==> src/rtl/bus_arbiter_2to1.sv <==
// bus_arbiter_2to1
//   Round-robin arbiter for a shared 16-bit bus with two requesters. It drives
//   the select line of the 2:1 data mux, issues registered grants, and registers
//   the selected word onto BusOut together with a valid flag. Ownership is
//   bounded: while the other side is requesting, an owner can keep the bus for
//   at most MAX_HOLD consecutive cycles.
// Ports
//   Clock    in   rising-edge clock
//   Resetn   in   asynchronous active-low reset
//   Req0/1   in   bus requests, held high while the bus is needed
//   Data0/1  in   requester data, which must be valid whenever its grant is high
//   Gnt0/1   out  registered grants, one-hot or both low
//   Sel      out  mux select (0 = Data0, 1 = Data1)
//   BusOut   out  registered muxed word
//   BusValid out  BusOut was captured under a grant in the previous cycle
module bus_arbiter_2to1 #(
  parameter int unsigned WIDTH    = 16,
  parameter int unsigned MAX_HOLD = 8,
  parameter int unsigned CW       = 4
) (
  input  logic             Clock,
  input  logic             Resetn,
  input  logic             Req0,
  input  logic             Req1,
  input  logic [WIDTH-1:0] Data0,
  input  logic [WIDTH-1:0] Data1,
  output logic             Gnt0,
  output logic             Gnt1,
  output logic             Sel,
  output logic [WIDTH-1:0] BusOut,
  output logic             BusValid
);

  typedef enum logic [1:0] {
    IDLE = 2'd0,
    OWN0 = 2'd1,
    OWN1 = 2'd2
  } state_t;

  localparam logic [CW-1:0] HOLD_LAST = CW'(MAX_HOLD - 1);

  state_t           state_q, state_d;
  logic             last_q, last_d;   // 0: requester 0 owned most recently
  logic [CW-1:0]    hold_q, hold_d;
  logic [WIDTH-1:0] bus_q;
  logic             valid_q;
  logic             contended;

  // The non-owner is currently asking for the bus.
  assign contended = ((state_q == OWN0) && Req1) || ((state_q == OWN1) && Req0);

  always_comb begin
    state_d = state_q;
    last_d  = last_q;
    hold_d  = hold_q;

    unique case (state_q)
      IDLE: begin
        if (Req0 && Req1)  state_d = last_q ? OWN0 : OWN1;
        else if (Req0)     state_d = OWN0;
        else if (Req1)     state_d = OWN1;
      end
      OWN0: begin
        if (!Req0)                           state_d = Req1 ? OWN1 : IDLE;
        else if (Req1 && hold_q == HOLD_LAST) state_d = OWN1;
      end
      OWN1: begin
        if (!Req1)                           state_d = Req0 ? OWN0 : IDLE;
        else if (Req0 && hold_q == HOLD_LAST) state_d = OWN0;
      end
      default: state_d = IDLE;
    endcase

    // The counter measures the current tenure only, so any change of owner
    // (including a handoff) starts it again from zero.
    if (state_d != state_q) begin
      hold_d = '0;
      if (state_d == OWN0)      last_d = 1'b0;
      else if (state_d == OWN1) last_d = 1'b1;
    end else if (contended && hold_q != HOLD_LAST) begin
      hold_d = hold_q + 1'b1;
    end
  end

  always_ff @(posedge Clock or negedge Resetn) begin
    if (!Resetn) begin
      state_q <= IDLE;
      last_q  <= 1'b1;
      hold_q  <= '0;
    end else begin
      state_q <= state_d;
      last_q  <= last_d;
      hold_q  <= hold_d;
    end
  end

  assign Gnt0 = (state_q == OWN0);
  assign Gnt1 = (state_q == OWN1);
  assign Sel  = Gnt1;

  always_ff @(posedge Clock or negedge Resetn) begin
    if (!Resetn) begin
      bus_q   <= '0;
      valid_q <= 1'b0;
    end else begin
      valid_q <= Gnt0 | Gnt1;
      if (Gnt0 | Gnt1) bus_q <= Sel ? Data1 : Data0;
    end
  end

  assign BusOut   = bus_q;
  assign BusValid = valid_q;

endmodule

==> config.mk <==
export PLATFORM = sky130hd
export DESIGN_NAME = bus_arbiter_2to1
export DESIGN_NICKNAME = d
export VERILOG_FILES = /design/src/rtl/bus_arbiter_2to1.sv
export SDC_FILE = /design/constraint.sdc
export NUM_CORES = 1
export LEC_CHECK = 0
export CORE_ASPECT_RATIO = 0.6
export CORE_MARGIN = 2
export CORE_UTILIZATION = 47
export DETAILED_ROUTE_END_ITERATION = 8
export GPL_TIMING_DRIVEN = 0
export PLACE_DENSITY = 0.89
export REMOVE_ABC_BUFFERS = 1
export SETUP_SLACK_MARGIN = 0.3
export SLEW_MARGIN = 20
export SYNTH_ARGS = -nofsm -noshare
export SYNTH_HDL_FRONTEND = slang
export SYNTH_SLANG_ARGS = --single-unit
==> constraint.sdc <==
create_clock -name Clock -period 5.29 [get_ports Clock]
set_input_delay 0.529 -clock Clock [delete_from_list [all_inputs] [get_ports Clock]]
set_output_delay 0.529 -clock Clock [all_outputs]
set_load 0.01 [all_outputs]
==> metrics.cfg <==
[cts]
clk_latency_ns=0.27
cts_tree=built
cts.path.max_buffers=2
cts_root_buf=clkbuf_8
cts-resized-gates=0
cts.sinks=24
htree_levels=1
numCtsBuffers=3
cts.clk_slew.worst_paths_ns=0.08
hold_buffers=0
cts_setup_buffers=0

[yosys]
syn_inst=153
yosys_warnings=0
synthTopCellsByArea=dfrtp_1 39%, mux2i_1 12%, a21oi_1 7.2%, nor2_1 6.4%, ha_1 5.1%
synth.avg_cell_area_um2=9.543
synth_xor_area_frac=0.01200
synth_top_family_by_area=compound AO/OA/AOI/OAI gates
synth_fa_ha_area_frac=0.05141
synthTopCellsByCount=25 x nor2_1, 23 x dfrtp_1, 21 x a21oi_1
synth_top_area_frac=0.3942
ys_ff_latch=24
post-synth-top-count-cell=nor2_1
syn_area_um2=1460
synthMuxAreaShare=0.1165
yosysTopAreaCell=dfrtp_1
seq_area_frac_synth=0.4122
synth_edf_count=0
synthArstFlopShare=1.000
synth_cell_types=40
synth-main-ff-cell=dfrtp_1
synth_compound_area_frac=0.2057
synthSimpleGateAreaFrac=0.1422

[global_route]
grt_util_all_layers=0.2347
grt_pass1_vias=1336
grt_max_degree=34
overflow=0
grt_pass1_wl_um=6320
antenna_found_initial=0

[setup_path]
crit_required_ns=4.76
r2r_cells=9
worst_ep_arrival_time_ns=2.21
crit_path_start_kind=flop
r2r_end=last_q
regToRegSetupSlack_ns=2.59
rr_startpoint=state_q[0]
cp-end-kind=primary output
cp_max_fo=26
criticalPathCategory=flop to primary output

[cells_and_area]
fin_util=0.7041
nFillCells=229
drive_gt1_frac=0.05970
syn2layout_area_growth_pct=40.27
diodes=0
final_cell_area_um2=2048
nets=244

[sta]
maxClockFrequency_mhz=364.8
relSlewSlack=0.3908
setup_viol=0
finalCritPeriodShare=0.5182
layout_min_cycle_time_ns=2.741
slew_violations=0
finalSetupTns_ns=0
hold_viol=0
worstMarginPinSlew_ns=0.9138
rsz0062_at_grt=false
fin_worst_skew_ns=0.01257

[floorplan]
fp.dieH_um=47.18
ios=56
die_width_um=75.96
core_um2=2909
initial_core_util=0.5019
floorplan.die_area_um2=3583
num_rows=15

[run]
max_cap_viol_count=0

[route]
drtIter0Drc=104
finalWirelength_um=3844
ant_nets=0
vias=1357
first_pass_iters=4
wl_per_cell_um=15.82
drc=0
via_per_inst=5.584

[power_and_ir_drop]
p_leak_uw=0.0008306
power_uw=1127
power_density_nw_per_um2=550.5
ir_worst_vdd_v=0.0002641

[placed_design]
place_hpwl_um=3053
placed_area_um2=2008
port_buffers=55
gp_congestion=0.8142

[hold_path]
hp-class=input port to asynchronous set/reset pin

[run_status]
run_status=finished clean

-- through the flow --
| stage | worst slack (ns) | hold WS (ns) | instances |
|---|---|---|---|
| 5_1_grt | 2.376 | 0.2658 | 243 |
| 3_3_place_gp | 2.349 | 0.5087 | 239 |
| 6_report | 2.549 | 0.2222 | 243 |
| 3_5_place_dp | 2.628 | 0.5193 | 239 |
| 4_1_cts | 2.532 | 0.5392 | 243 |
| 2_1_floorplan | 2.557 | 0.2334 | 142 |
-- final cells by class --
| cell class | count | area [µm²] | area share |
|---|---|---|---|
| timing repair buffer | 55 | 545.5 | 0.2663 |
| sequential | 24 | 601.8 | 0.2938 |
| tap | 42 | 52.55 | 0.02566 |
| inverter | 8 | 30.03 | 0.01466 |
| multi-input combinational | 110 | 773.2 | 0.3775 |
| clock buffer | 4 | 45.04 | 0.02199 |
-- metal layers --
| metal | part of all wire | global-route usage | vias up |
|---|---|---|---|
| met2 | 0.54 | 0.4857 | 63 |
| met1 | 0.39 | 0.2524 | 647 |
| met3 | 0.053 | 0.04423 | 12 |
| met4 | 0.023 | 0.09818 | 0 |
| li1 | - | - | 635 |
| met5 | 0 | 0 | - |
-- critical path, stage by stage (launching register included) --
cell and delay [ns]:
dfrtp_1 0.49, inv_1 0.15, ha_2 0.64, clkdlybuf4s50_1 0.67
-- cell families after synthesis --
| logic type | count (synthesis) |
|---|---|
| and+or+nand+nor | 44 |
| AOI/OAI and AO/OA | 41 |
| DFF | 24 |
| buffers and inverters | 19 |
| muxes | 17 |
| adders and majority gates | 6 |
| xor gates and xnor gates | 2 |
-- layout by cell type, fill, tap and decap left out, types with 4 or more instances in the layout --
cell type and count:
a21oi_1 21, nor2_1 25, mux2i_1 17, inv_1 8, dfrtp_1 23, ha_1 5
clkdlybuf4s50_1 54, o21ai_0 4, nand2_1 6
-- flip-flops by register name, indices dropped and copies added (netlist names) --
register / cells
BusValid: 1
BusOut: 16
state_q: 2
hold_q: 4
last_q: 1
-- where the power goes --
group          switching (µW)  total (µW)  internal (µW)
clock                    52.5         106           53.7
sequential               58.6         330            271
combinational             366         691            326
-- how the worst max path moves through the flow --
| stage | depth (start not counted) | start | slack [ns] | endpoint |
|---|---|---|---|---|
| final | 3 | state_q[0] | 2.55 | Sel |
| after global placement | 10 | state_q[0] | 2.35 | last_q |
| after global routing | 10 | state_q[0] | 2.38 | last_q |
| after detailed placement | 9 | state_q[0] | 2.63 | last_q |
| after CTS | 3 | state_q[0] | 2.53 | Sel |
| after floorplan | 10 | state_q[0] | 2.56 | last_q |
No activity file was read; power rests on OpenSTA's default activity.
